`src/rtl/modulo_pkg.sv`:
```
// modulo_pkg: shared state encoding and parameter limits for the serial modulo engine.
`default_nettype none

package modulo_pkg;

  localparam int WIDTH_MIN   = 2;
  localparam int WIDTH_MAX   = 32;
  localparam int MODULUS_MIN = 2;
  localparam int MODULUS_MAX = 255;

  typedef enum logic [1:0] {
    ST_IDLE = 2'd0,
    ST_RUN  = 2'd1,
    ST_DONE = 2'd2
  } state_t;

endpackage

`default_nettype wire

```
`src/rtl/modulo_step.sv`:
```
// modulo_step: one restoring-division step, rem_out = (2*rem_in + bit_in) mod MODULUS.
`default_nettype none

module modulo_step #(
  parameter int MODULUS = 3,
  parameter int REM_W   = $clog2(MODULUS)
) (
  input  logic [REM_W-1:0] rem_in,
  input  logic             bit_in,
  output logic [REM_W-1:0] rem_out,
  output logic             q_bit
);

  localparam logic [REM_W:0] MOD_EXT = (REM_W+1)'(MODULUS);

  logic [REM_W:0] t;
  logic [REM_W:0] diff;

  // rem_in < MODULUS, so t < 2*MODULUS and one subtraction always suffices
  assign t       = {rem_in, bit_in};
  assign diff    = t - MOD_EXT;
  assign q_bit   = (t >= MOD_EXT);
  assign rem_out = q_bit ? diff[REM_W-1:0] : t[REM_W-1:0];

endmodule

`default_nettype wire

```
`src/rtl/modulo_n_serial.sv`:
```
// modulo_n_serial: MSB-first bit-serial remainder/quotient engine with valid/ready on both sides.
`default_nettype none

module modulo_n_serial
  import modulo_pkg::*;
#(
  parameter int WIDTH   = 8,
  parameter int MODULUS = 3,
  parameter int REM_W   = $clog2(MODULUS),
  parameter int CNT_W   = $clog2(WIDTH + 1)
) (
  input  logic             clk,
  input  logic             rst,
  input  logic             in_valid,
  input  logic [WIDTH-1:0] in_data,
  output logic             in_ready,
  output logic             out_valid,
  input  logic             out_ready,
  output logic [REM_W-1:0] remainder,
  output logic [WIDTH-1:0] quotient,
  output logic             divisible
);

  if (WIDTH < WIDTH_MIN || WIDTH > WIDTH_MAX ||
      MODULUS < MODULUS_MIN || MODULUS > MODULUS_MAX) begin : g_param_check
    $error("modulo_n_serial: WIDTH or MODULUS out of range");
  end

  state_t             state;
  state_t             state_nx;
  logic [WIDTH-1:0]   shreg;
  logic [WIDTH-1:0]   quot_run;
  logic [REM_W-1:0]   rem_run;
  logic [CNT_W-1:0]   cnt;
  logic [REM_W-1:0]   rem_q;
  logic [WIDTH-1:0]   quot_q;
  logic               have_q;
  logic [REM_W-1:0]   step_rem;
  logic               step_q;
  logic               accept;
  logic               last_bit;

  assign accept   = (state == ST_IDLE) && in_valid;
  assign last_bit = (state == ST_RUN) && (cnt == CNT_W'(1));

  modulo_step #(
    .MODULUS (MODULUS),
    .REM_W   (REM_W)
  ) u_step (
    .rem_in  (rem_run),
    .bit_in  (shreg[WIDTH-1]),
    .rem_out (step_rem),
    .q_bit   (step_q)
  );

  always_ff @(posedge clk or posedge rst) begin
    if (rst) begin
      state <= ST_IDLE;
    end else begin
      state <= state_nx;
    end
  end

  always_comb begin
    state_nx  = state;
    in_ready  = 1'b0;
    out_valid = 1'b0;
    case (state)
      ST_IDLE: begin
        in_ready = 1'b1;
        if (in_valid) state_nx = ST_RUN;
      end
      ST_RUN: begin
        if (cnt == CNT_W'(1)) state_nx = ST_DONE;
      end
      ST_DONE: begin
        out_valid = 1'b1;
        if (out_ready) state_nx = ST_IDLE;
      end
      default: state_nx = ST_IDLE;
    endcase
  end

  always_ff @(posedge clk or posedge rst) begin
    if (rst) begin
      shreg    <= '0;
      quot_run <= '0;
      rem_run  <= '0;
      cnt      <= '0;
      rem_q    <= '0;
      quot_q   <= '0;
      have_q   <= 1'b0;
    end else if (accept) begin
      shreg    <= in_data;
      quot_run <= '0;
      rem_run  <= '0;
      cnt      <= CNT_W'(WIDTH);
    end else if (state == ST_RUN) begin
      shreg    <= {shreg[WIDTH-2:0], 1'b0};
      quot_run <= {quot_run[WIDTH-2:0], step_q};
      rem_run  <= step_rem;
      cnt      <= cnt - CNT_W'(1);
      // Published results change only here and persist through IDLE
      if (last_bit) begin
        rem_q  <= step_rem;
        quot_q <= {quot_run[WIDTH-2:0], step_q};
        have_q <= 1'b1;
      end
    end
  end

  assign remainder = rem_q;
  assign quotient  = quot_q;
  assign divisible = have_q && (rem_q == '0);

endmodule

`default_nettype wire

```
`config.mk`:
```
export PLATFORM = sky130hd
export DESIGN_NAME = modulo_n_serial
export DESIGN_NICKNAME = d
export VERILOG_FILES = /design/src/rtl/modulo_pkg.sv /design/src/rtl/modulo_step.sv /design/src/rtl/modulo_n_serial.sv
export SDC_FILE = /design/constraint.sdc
export NUM_CORES = 1
export LEC_CHECK = 0
export CAP_MARGIN = 20
export CORE_UTILIZATION = 55
export CTS_CLUSTER_DIAMETER = 40
export DETAILED_ROUTE_END_ITERATION = 10
export HOLD_SLACK_MARGIN = 0.08
export PLACE_DENSITY = 0.85
export SYNTH_ARGS = -nofsm -noshare
export SYNTH_HDL_FRONTEND = slang
export SYNTH_SLANG_ARGS = --single-unit
export TNS_END_PERCENT = 10
```
`constraint.sdc`:
```
create_clock -name clk -period 3.9 [get_ports clk]
set_input_delay 0.585 -clock clk [delete_from_list [all_inputs] [get_ports clk]]
set_output_delay 0.585 -clock clk [all_outputs]
set_load 0.02 [all_outputs]
```
==> flow_summary.yaml <==
synth:
  synth_edf_count: 0
  ys_types: 31
  yosys_warnings: 0
  synth_area_leaders: "dfrtp_1, mux2_4, a22o_1, o21ai_0, a22oi_1"
  yosys.area.top_type: "dfrtp_1"
  synth_top_family_by_area: "compound AO/OA/AOI/OAI gates"
  synth_compound_area_share_pct: 16.0
  synth_xor_area_share_pct: 0
  synthAdderAreaFrac_pct: 2.51
  muxShareOfSynthArea_pct: 10.6
  yosys.area_share.simple_pct: 9.47
  postSynthAreaPerCell_um2: 12.4
  synth.top_cell.area_share_pct: 57.0
  synth_seq_cells: 34
  netlist_area_mm2: 0.00149
  yosysSeqAreaShare_pct: 57.0
  yosys_most_used_dff: "dfrtp_1"
  syn-num-nets: 135
  async_reset_ff_share_pct: 100
  syn_inst: 120
pwr:
  power.internal_uw: 918
  ir_worst_vdd_uv: 498
  p_switching_uw: 536
  pwr-share-comb_pct: 41.9
  p_leak_uw: 0.000815
  switching_share_pct: 36.9
  power_uw: 1450
  p_clk_share_pct: 14.0
  power_frac_seq_pct: 44.1
  p_per_area_mw_per_mm2: 808
place:
  portBuffers: 24
  hpwl_um: 1950
  place.gp.congestion: 0.702
global_route:
  antenna_found_initial: 0
  grt_pass1_vias: 1053
  overflow: 0
  grt_max_degree: 35
  gr-usage-all-layers_pct: 24.1
  grt_pass1_wl_um: 4730
critical_path:
  regToRegEndpoint: "quotient[6]"
  critPathMaxFanout: 16
  r2r_setup_slack_ns: 1.88
  reg2reg_from: "state[0]"
  critPathLaunch: "state[0]"
  required_ns: 3.31
  max_stage_delay_ns: 0.61
  critPathKind: "register to primary output"
  r2r_cells: 3
  slowest_stage: "clkdlybuf4s50_1"
  path_cells: "and2b_1, clkdlybuf4s50_1"
  critPathCaptureType: "primary output"
  critPathLaunchType: "register"
  cp.arrival_ns: 1.82
clock_network:
  clk_latency_ns: 0.33
  root_buffer: "clkbuf_4"
  clock_sinks: 34
  cts_setup_buffers: 0
  clk_pin_slew_worst_paths_ns: 0.10
  hold_buffers: 0
  cts_tree: "done"
  clk_path_buf_depth: 2
  cts-buffers-inserted: 5
  cts-resized-gates: 0
  htree_levels: 2
routing:
  dr.pass1.iters: 4
  ant_nets: 0
  route.detailed.wl_per_inst_um: 16.3
  top_layer: "met4"
  dr_wl_met2_um: 1450
  viasPerCell: 5.90
  routed-via-count: 1051
  wirelength_um: 2900
  dr.first_iter.drc_count: 24
  drc: 0
  wl_met1_um: 1300
  wl_met3_um: 119
final_layout:
  layout_commonest_cell: "dfrtp_1"
  fill_cells: 190
  diodes: 0
  drive_above_1_share_pct: 14.9
  final_cell_mix: "dfrtp_1, clkdlybuf4s50_1, o21ai_0, a22o_1, nand2_1"
  syn2layout_area_growth_pct: 20.5
  layout.nets: 162
sta:
  hold_ws_ns: 0.470
  skew_ns: 0.00500
  finalCritPeriodShare_pct: 61.5
  setup_viol: 0
  min_period_ns: 2.40
  hold_viol: 0
  final_max_slew_viol_count: 0
  fmax_ghz: 0.417
  rsz0062_at_grt: "no"
  max_slew_margin_pct: 68.2
  worstMarginPinSlew_ns: 0.477
  tns_ns: 0
min_path:
  hold_path_end: "have_q"
  hold_class: "register to register"
  holdPathStages: 1
  hp-start: "have_q"
run:
  drv_cap: 0
die:
  start_util_pct: 59.2
  coreArea_mm2: 0.00252
  die_height_um: 54.1
  fp-row-count: 18
  io_pins: 25
  dieArea_mm2: 0.00293
  die_x_um: 54.1
outcome:
  status: "completed"
critical path: cells and delay by family, from the launching register on:
| kind | cells | cell delay [ns] |
|---|---|---|
| buffers and inverters | 1 | 0.61 |
| DFF | 1 | 0.57 |
| and+or+nand+nor | 1 | 0.31 |
cells by family (layout without fill, tap and decap cells):
family	after synthesis	in the layout
AO/OA/AOI/OAI	34	34
flip-flops	34	34
AND/OR/NAND/NOR	26	26
multiplexers	12	12
buffers and inverters	11	39
adder cells (fa/ha/maj)	3	3
Yosys cell counts (2+ instances only):
library cell	number
dfrtp_1	34
o21ai_0	10
a22o_1	9
nand2_1	9
mux2_4	7
a22oi_1	6
inv_1	5
clkbuf_1	4
a21oi_1	3
ha_1	3
mux2_2	3
nand2b_1	3
nor2_1	3
mux2i_1	2
nor2b_1	2
nor3_1	2
per-layer routing:
layer  global-route usage, %  up-vias
met5                       0        -
met1                    29.8      516
met2                    37.9       42
met3                    8.47        4
met4                    10.3        0
li1                        -      489
state kept, by name, indices dropped and copies added (netlist names):
signal	count
have_q	1
state	2
cnt	4
shreg	8
quotient	8
rem_run	2
remainder	2
quot_run	7
cell type report:
class / count / area (um2) / share of cell area [%]
inverters: 5 / 18.8 / 1.04
clock buffers: 7 / 55.1 / 3.06
flip-flops and latches: 34 / 851 / 47.3
repair buffers: 26 / 255 / 14.2
well taps: 30 / 37.5 / 2.09
clock inverters: 1 / 5.00 / 0.278
multi-input cells: 75 / 577 / 32.1
power by group through the flow:
stage	Combinational, uW	Clock [uW]	Sequential (uW)
floorplan	388	0	655
global placement	582	0	627
detailed placement	606	0	642
CTS	613	209	637
global route	669	227	661
finish	609	204	641
metrics by stage:
stage	util [%]	instance area, um2	cells	setup slack (ns)
2_1_floorplan	-	1490	120	2.30
3_3_place_gp	68.9	1740	170	1.92
3_5_place_dp	68.9	1740	170	1.89
4_1_cts	71.3	1800	178	1.49
5_1_grt	71.3	1800	178	1.41
6_report	71.3	1800	178	1.50
worst max path at each step:
| stage | to | slack (ns) | depth (start not counted) |
|---|---|---|---|
| 6_report | out_valid | 1.50 | 2 |
| 5_1_grt | out_valid | 1.41 | 2 |
| 4_1_cts | out_valid | 1.49 | 2 |
| 3_5_place_dp | out_valid | 1.89 | 2 |
| 3_3_place_gp | out_valid | 1.92 | 2 |
| 2_1_floorplan | divisible | 2.30 | 1 |
Power figures use the tool's default switching activity.
